**config.mk**
```make
export PLATFORM = sky130hd
export DESIGN_NAME = crc_unit
export DESIGN_NICKNAME = d
export VERILOG_FILES = /design/src/rtl/crc_unit_pkg.sv /design/src/rtl/crc_step.sv /design/src/rtl/crc_unit.sv
export SDC_FILE = /design/constraint.sdc
export NUM_CORES = 1
export LEC_CHECK = 0
export BUFFER_PORTS_ARGS = -buffer_cell sky130_fd_sc_hd__buf_2
export CORE_ASPECT_RATIO = 1.4
export CORE_UTILIZATION = 40
export DETAILED_ROUTE_END_ITERATION = 6
export PLACE_DENSITY = 0.63
export SYNTH_ARGS = -nofsm -noshare
export SYNTH_HDL_FRONTEND = slang
export SYNTH_SLANG_ARGS = --single-unit
```
**constraint.sdc**
```tcl
create_clock -name clk -period 1.3 [get_ports clk]
set_input_delay 0.26 -clock clk [delete_from_list [all_inputs] [get_ports clk]]
set_output_delay 0.26 -clock clk [all_outputs]
set_load 0.05 [all_outputs]
```
**src/rtl/crc_unit_pkg.sv**
```systemverilog
// Shared types and Modbus defaults for the parametrised CRC engine.
package crc_unit_pkg;

  typedef enum logic [0:0] {
    CRC_IDLE_S  = 1'b0,
    CRC_SHIFT_S = 1'b1
  } crc_state_t;

  localparam logic [15:0] MODBUS_POLY = 16'hA001;
  localparam logic [15:0] MODBUS_INIT = 16'hFFFF;

  // Shift counter width; a single-cycle fold still needs one bit.
  function automatic int crc_cnt_w(input int n);
    return (n > 1) ? $clog2(n) : 1;
  endfunction

endpackage

```
**src/rtl/crc_step.sv**
```systemverilog
// Combinational CRC fold: applies BITS_PER_CLK LFSR steps to the register.
module crc_step #(
  parameter int               CRC_W        = 16,
  parameter logic [CRC_W-1:0] POLY         = '0,
  parameter bit               REFLECT      = 1'b1,
  parameter int               BITS_PER_CLK = 1
) (
  input  logic [CRC_W-1:0] crc_i,
  output logic [CRC_W-1:0] crc_o
);

  logic [CRC_W-1:0] r;

  always_comb begin
    r = crc_i;
    for (int k = 0; k < BITS_PER_CLK; k++) begin
      if (REFLECT) r = (r >> 1) ^ (r[0] ? POLY : '0);
      else         r = (r << 1) ^ (r[CRC_W-1] ? POLY : '0);
    end
    crc_o = r;
  end

endmodule

```
**src/rtl/crc_unit.sv**
```systemverilog
// Handshaked CRC engine: one word accepted in IDLE, folded over DATA_W/BITS_PER_CLK cycles.
module crc_unit
  import crc_unit_pkg::*;
#(
  parameter int               CRC_W        = 16,
  parameter logic [CRC_W-1:0] POLY         = CRC_W'(MODBUS_POLY),
  parameter logic [CRC_W-1:0] INIT         = CRC_W'(MODBUS_INIT),
  parameter logic [CRC_W-1:0] XOROUT       = '0,
  parameter bit               REFLECT      = 1'b1,
  parameter int               DATA_W       = 8,
  parameter int               BITS_PER_CLK = 1,
  parameter logic [CRC_W-1:0] RESIDUE      = '0
) (
  input  logic              clk,
  input  logic              rst,
  input  logic              start,
  input  logic              vi,
  output logic              ready,
  input  logic [DATA_W-1:0] di,
  input  logic              last,
  output logic [CRC_W-1:0]  crc,
  output logic              done,
  output logic              match,
  output logic              busy
);

  localparam int N     = DATA_W / BITS_PER_CLK;
  localparam int CNT_W = crc_cnt_w(N);

  if (DATA_W % BITS_PER_CLK != 0) begin : g_chk_div
    $fatal(1, "crc_unit: BITS_PER_CLK must divide DATA_W");
  end
  if (!REFLECT && CRC_W < DATA_W) begin : g_chk_w
    $fatal(1, "crc_unit: MSB-first mode needs CRC_W >= DATA_W");
  end

  crc_state_t       state_q, state_d;
  logic [CRC_W-1:0] reg_q, reg_d;
  logic [CNT_W-1:0] cnt_q, cnt_d;
  logic             last_q, last_d;
  logic             done_q, done_d;
  logic             match_q, match_d;
  logic [CRC_W-1:0] di_ext;
  logic [CRC_W-1:0] step_o;

  // MSB-first aligns the word with the top of the register.
  if (REFLECT) begin : g_ext_r
    assign di_ext = CRC_W'(di);
  end else begin : g_ext_n
    assign di_ext = CRC_W'(di) << (CRC_W - DATA_W);
  end

  crc_step #(
    .CRC_W       (CRC_W),
    .POLY        (POLY),
    .REFLECT     (REFLECT),
    .BITS_PER_CLK(BITS_PER_CLK)
  ) u_step (
    .crc_i(reg_q),
    .crc_o(step_o)
  );

  always_comb begin
    state_d = state_q;
    reg_d   = reg_q;
    cnt_d   = cnt_q;
    last_d  = last_q;
    done_d  = 1'b0;
    match_d = match_q;
    case (state_q)
      CRC_IDLE_S: begin
        if (start) begin
          reg_d   = INIT;
          match_d = 1'b0;
        end
        if (vi) begin
          reg_d   = (start ? INIT : reg_q) ^ di_ext;
          last_d  = last;
          cnt_d   = '0;
          state_d = CRC_SHIFT_S;
        end
      end
      CRC_SHIFT_S: begin
        // start aborts the word in flight; vi is not sampled here.
        if (start) begin
          reg_d   = INIT;
          match_d = 1'b0;
          cnt_d   = '0;
          state_d = CRC_IDLE_S;
        end else begin
          reg_d = step_o;
          if (cnt_q == CNT_W'(N - 1)) begin
            cnt_d   = '0;
            done_d  = 1'b1;
            state_d = CRC_IDLE_S;
            if (last_q) match_d = (step_o == RESIDUE);
          end else begin
            cnt_d = cnt_q + 1'b1;
          end
        end
      end
      default: state_d = CRC_IDLE_S;
    endcase
  end

  always_ff @(posedge clk) begin
    if (rst) begin
      state_q <= CRC_IDLE_S;
      reg_q   <= INIT;
      cnt_q   <= '0;
      last_q  <= 1'b0;
      done_q  <= 1'b0;
      match_q <= 1'b0;
    end else begin
      state_q <= state_d;
      reg_q   <= reg_d;
      cnt_q   <= cnt_d;
      last_q  <= last_d;
      done_q  <= done_d;
      match_q <= match_d;
    end
  end

  assign ready = (state_q == CRC_IDLE_S);
  assign busy  = (state_q == CRC_SHIFT_S);
  assign crc   = reg_q ^ XOROUT;
  assign done  = done_q;
  assign match = match_q;

endmodule

```
==> results of run 1 <==
-- state kept, by name, summed over array words and instances (netlist names) --
signal  cells
busy        1
crc        16
done        1
last_q      1
cnt_q       3
match       1
-- where the power goes --
part / total (mW) / switching [mW] / internal [mW]
clock network: 0.437 / 0.223 / 0.214
logic: 0.271 / 0.168 / 0.103
registers: 0.761 / 0.0344 / 0.726
total: 1.47 / 0.426 / 1.04
-- placed cells by master (no fill, tap or decap), drive strengths merged, types with 2 or more instances in the layout --
| master | n |
|---|---|
| nor2 | 19 |
| a21oi | 12 |
| clkbuf | 4 |
| a211o | 7 |
| and2b | 2 |
| nand2b | 4 |
| ha | 2 |
| nand2 | 8 |
| o21bai | 7 |
| o21ai | 2 |
| nor4b | 2 |
| mux2i | 8 |
| dfxtp | 23 |
| nor4 | 3 |
| nand4 | 2 |
| buf | 37 |
| inv | 2 |
| o211ai | 7 |
| or2b | 3 |
| nor3b | 2 |
| nand3 | 2 |
-- through the flow --
step / instances / setup slack [ps] / area, sq um / hold slack [ps]
after floorplan: 133 / 4.333 / 1185 / 366.8
after global placement: 196 / 151.2 / 1351 / 448.9
after detailed placement: 196 / 98.20 / 1351 / 448.2
after CTS: 201 / 19.42 / 1408 / 229.5
after global routing: 201 / 1.232 / 1411 / 265.1
final: 201 / 52.28 / 1411 / 235.3
-- critical path, delay by kind of cell (launching register included) --
kind | cells | cell delay, ps
buffers and inverters | 2 | 340
flip-flops | 1 | 400
-- metal layers --
metal,vias up,global-route usage,wire length (um)
met5,-,0,0
met4,0,0.09375,25
met3,2,0.02732,69
met2,16,0.3041,1390
met1,512,0.2057,1150
li1,532,-,-
-- repair_timing --
| item | in CTS | in global routing |
|---|---|---|
| resized for setup | 2 | 2 |
| cloned | 0 | 0 |
| endpoints found under the hold margin | 0 | 0 |
| setup buffers | 1 | 0 |
| endpoints found under the setup margin | 3 | 2 |
-- cells by family after synthesis --
| kind of cell | synth area share |
|---|---|
| compound gates | 0.2072 |
| xor+xnor | 0.01480 |
| fa+ha+maj | 0.02114 |
| buf+inv | 0.08244 |
| flops | 0.3890 |
| mux | 0.06766 |
| simple gates | 0.2178 |
-- layout make-up --
cell class / count / area, sq um / area share
inverter: 2 / 7.507 / 0.005319
timing repair buffer: 38 / 220.2 / 0.1560
clock inverter: 1 / 5.005 / 0.003546
tap: 37 / 46.29 / 0.03280
multi-input combinational: 97 / 625.6 / 0.4433
clock buffer: 3 / 41.29 / 0.02926
sequential: 23 / 465.4 / 0.3298
-- path summary, 6_finish.rpt --
check / to / slack, ps / cells past startpoint
max: ready / 50 / 2
max reg2reg: cnt_q[0]$_SDFFE_PP0P_ / 70 / 5
min reg2reg: match$_SDFFE_PP0P_ / 460 / 2
min: last_q$_SDFFE_PP0P_ / 240 / 3
==> flow_summary_export.csv, run 1 <==
group,metric,value,unit
status,status,"finished clean",
timing,period_minus_slack,1248,ps
final_layout,nNetsFinal,180,
power_and_ir_drop,power.leakage,0.5727,nW
cts,clock_latency,260,ps
power_and_ir_drop,powerDensity,1041,nW/um^2
hold_path,min_from,"last",
yosys,synth_edf_count,0,
final_layout,drive_above_1_share,0.2805,
timing,finClkSkew,1.830,ps
grt,antenna_found_initial,0,
yosys,synth.top_cell.area_share,0.3890,
floorplan,num_rows,23,
critical_path,startpoint_type,"flop",
cts,cts_tree,"done",
critical_path,worstSetupPathType,"reg -> out",
drt,drc,0,
timing,slew_violations,0,
critical_path,critPathMaxStageDelay,400,ps
critical_path,cp.arrival,990,ps
critical_path,critical_path_peak_fanout,12,
cts,root_buffer,"clkbuf_8",
timing,worst_slew_pin_slew,354.7,ps
yosys,synth_fp_nets,148,
drt,drt-initial-drc-count,29,
floorplan,die_area,3184,sq um
timing,rsz0062_at_grt,"no",
final_layout,final_core_util,0.4954,
grt,grt_max_degree,20,
timing,setup_violations,0,
cts,holdBufCountCts,0,
drt,ant_nets,0,
timing,fmax,801.5,MHz
floorplan,die_h,66.37,um
hold_path,holdCritPathClass,"in -> reg",
floorplan,pin_count,33,
critical_path,setup.worst_path.start,"busy$_SDFF_PP0_",
yosys,synth_area_leaders,"dfxtp_1 (39%), mux2i_1 (6.8%), nor2_1 (6.0%)",
drt,num_vias,1062,
yosys,avgSynthCellArea,8.900,sq um
drt,wl,2635,um
final_layout,area_delta_synth_final,19.24,%
timing,hold_viol,0,
cts,numCtsBuffers,3,
timing,relSlewSlack,0.7635,
drt,dr.pass1.iters,3,
critical_path,rr_startpoint,"cnt_q[0]$_SDFFE_PP0P_",
critical_path,crit_chain,"inv_1 -> buf_2",
placed_design,hpwlAfterDp,1863,um
final_layout,num-fill-cells,295,
grt,grt_pass1_wl,4133,um
cts,cts_sinks,23,
yosys,synthArstFlopShare,0,
yosys,ys_seq_area_frac,0.3890,
yosys,ys_types,30,
yosys,synthTopCellsByCount,"dfxtp_1 (23), nor2_1 (19), a21oi_1 (12)",
yosys,netlist_area,1184,sq um
yosys,synth_top_area_cell,"dfxtp_1",
critical_path,cp.required,1040,ps
final_layout,n_antenna_cell,0,
power_and_ir_drop,vdd_drop_max,0.4676,mV
yosys,netlist_instances,133,
critical_path,end_kind,"primary output",
floorplan,core_area,2849,sq um
grt,grt-ovfl-total,0,
cts,h-tree-depth,1,
cts,clockBufferDepth,2,
critical_path,cp_slowest_cell,"dfxtp_4",
run,cap_violations,0,
timing,fin_crit_sh,0.9598,
placed_design,portBuffers,32,
power_and_ir_drop,power,1.469,mW
cts,clk_pin_slew_worst_paths,80,ps
placed_design,gp_congestion,0.8173,
timing,fin_setup_tns,0,ps
yosys,synth_ff_type,"dfxtp_1",
floorplan,die_w,47.98,um
floorplan,initial_core_util,0.4155,
grt,grt.total_usage,0.1800,
yosys,synth_seq_cells,23,
drt,drt-vias-per-instance,5.284,
yosys,synth_warnings,0,
drt,wl_per_cell,13.11,um
yosys,yosysMostFrequentCell,"dfxtp_1",
grt,grt_pass1_vias,985,
Note: power is estimated with default switching activity, not from simulation.
==> run 2: changes to the inputs <==
RECOVER_POWER = 50   (was unset)
==> flow_summary_export.csv, run 2 (synthesized netlist as in run 1, its figures left out) <==
group,metric,value,unit
status,status,"finished clean",
final_layout,area_delta_synth_final,18.60,%
power_and_ir_drop,power.leakage,0.5625,nW
drt,drc,0,
placed_design,hpwlAfterDp,1863,um
final_layout,drive_above_1_share,0.2683,
floorplan,die_area,3184,sq um
final_layout,final_cell_mix,"buf_2 (28), dfxtp_1 (21), nor2_1 (19)",
floorplan,core_area,2849,sq um
grt,grt_pass1_wl,4133,um
power_and_ir_drop,p_sw,429.9,uW
power_and_ir_drop,vdd_drop_max,0.4706,mV
power_and_ir_drop,pwr-share-comb,0.182,
final_layout,final_common_cell,"buf_2",
drt,num_vias,1068,
timing,fin_setup_tns,0,ps
critical_path,end_kind,"primary output",
cts,clk_pin_slew_worst_paths,80,ps
critical_path,cp_slowest_cell,"dfxtp_4",
cts,cts_sinks,23,
drt,drt-vias-per-instance,5.313,
power_and_ir_drop,p_seq_frac,0.518,
timing,slew_violations,0,
timing,fin_crit_sh,0.9650,
critical_path,critPathMaxStageDelay,400,ps
critical_path,critical_path_peak_fanout,12,
grt,grt_pass1_vias,985,
drt,ant_nets,0,
critical_path,cp.arrival,990,ps
floorplan,num_rows,23,
timing,setup_violations,0,
cts,numCtsBuffers,3,
critical_path,critPathBufInv,2,
hold_path,holdCritPathClass,"in -> reg",
floorplan,pin_count,33,
power_and_ir_drop,p_int,1.039,mW
floorplan,die_w,47.98,um
timing,fmax,797.1,MHz
timing,finClkSkew,1.212,ps
drt,dr.pass1.iters,2,
power_and_ir_drop,clkPwrFrac,0.300,
final_layout,n_antenna_cell,0,
cts,root_buffer,"clkbuf_8",
placed_design,portBuffers,32,
final_layout,nNetsFinal,180,
drt,wl_per_cell,13.06,um
timing,period_minus_slack,1255,ps
cts,clockBufferDepth,2,
cts,clock_latency,260,ps
timing,worst_slew_pin_slew,399.5,ps
power_and_ir_drop,p_sw_frac,0.2926,
floorplan,die_h,66.37,um
final_layout,largest_reg_flops,16,
floorplan,initial_core_util,0.4155,
placed_design,dp.cells,196,
grt,grt-ovfl-total,0,
timing,rsz0062_at_grt,"no",
critical_path,path_delay_family,"flip-flops",
grt,grt.total_usage,0.1800,
power_and_ir_drop,powerDensity,1047,nW/um^2
critical_path,worstSetupPathType,"reg -> out",
critical_path,cp.required,1040,ps
cts,cts_tree,"done",
critical_path,startpoint_type,"flop",
grt,antenna_found_initial,0,
placed_design,gp_congestion,0.8173,
grt,grt_max_degree,20,
cts,h-tree-depth,1,
critical_path,crit_chain,"inv_1 -> buf_2",
cts,holdBufCountCts,0,
timing,hold_viol,0,
final_layout,instances_no_fill,201,
drt,wl,2625,um
run,cap_violations,0,
drt,drt-initial-drc-count,28,
timing,relSlewSlack,0.7336,
-- run 2: cell types whose count changed in the layout (fill, tap and decap cells not counted) --
cell | before | now
clkbuf_1 | 0 | 2
buf_2 | 31 | 28
buf_4 | 5 | 3
clkbuf_2 | 0 | 3
-- run 2: final timing paths --
kind	start	to	slack (ps)	depth (start not counted)
worst max register to register	cnt_q[0]$_SDFFE_PP0P_	cnt_q[0]$_SDFFE_PP0P_	70	5
worst min-delay path	last	last_q$_SDFFE_PP0P_	230	3
worst min register to register	match$_SDFFE_PP0P_	match$_SDFFE_PP0P_	460	2
worst max-delay path	busy$_SDFF_PP0_	ready	50	2
-- run 2: power by group through the flow --
| stage | Combinational (mW) | Sequential (mW) | Clock, mW |
|---|---|---|---|
| floorplan | 0.155 | 0.828 | 0 |
| global placement | 0.256 | 0.780 | 0 |
| detailed placement | 0.261 | 0.782 | 0 |
| CTS | 0.271 | 0.760 | 0.461 |
| global route | 0.287 | 0.765 | 0.488 |
| finish | 0.268 | 0.761 | 0.441 |
-- run 2: timing repair --
action                     in CTS  in global routing
resized for setup               2                  2
setup buffers                   1                  0
setup endpoints to repair       3                  2
-- run 2: routing by layer --
metal,part of all wire,vias to the layer above,GRT usage
met5,0,-,0
li1,-,532,-
met4,0.013,0,0.09375
met2,0.53,18,0.3041
met3,0.027,4,0.02732
met1,0.43,514,0.2057
-- run 2: area by class of cell --
class | instances | area (sq um)
Clock buffer | 3 | 41.29
Clock inverter | 1 | 5.005
Fill cell | 294 | 1445
Inverter | 2 | 7.507
Multi-Input combinational cell | 97 | 625.6
Sequential cell | 23 | 465.4
Tap cell | 37 | 46.29
Timing Repair Buffer | 38 | 212.7
-- run 2: per-stage QoR --
stage                     hold slack [ps]  power (mW)  setup slack, ps  cell area, sq um  utilization
after floorplan                     366.8      0.9821            4.333              1185            -
after global placement              448.9       1.036            151.2              1351       0.4743
after detailed placement            448.2       1.044            98.20              1351       0.4743
after CTS                           229.5       1.492            19.42              1408       0.4941
after global routing                265.1       1.540            1.330              1404       0.4928
final                               233.9       1.469            45.44              1404       0.4928
-- run 2: tightest hold or removal path, stage by stage --
cell and delay [ps]:
buf_2 80, mux2i_1 60, nor2_1 70
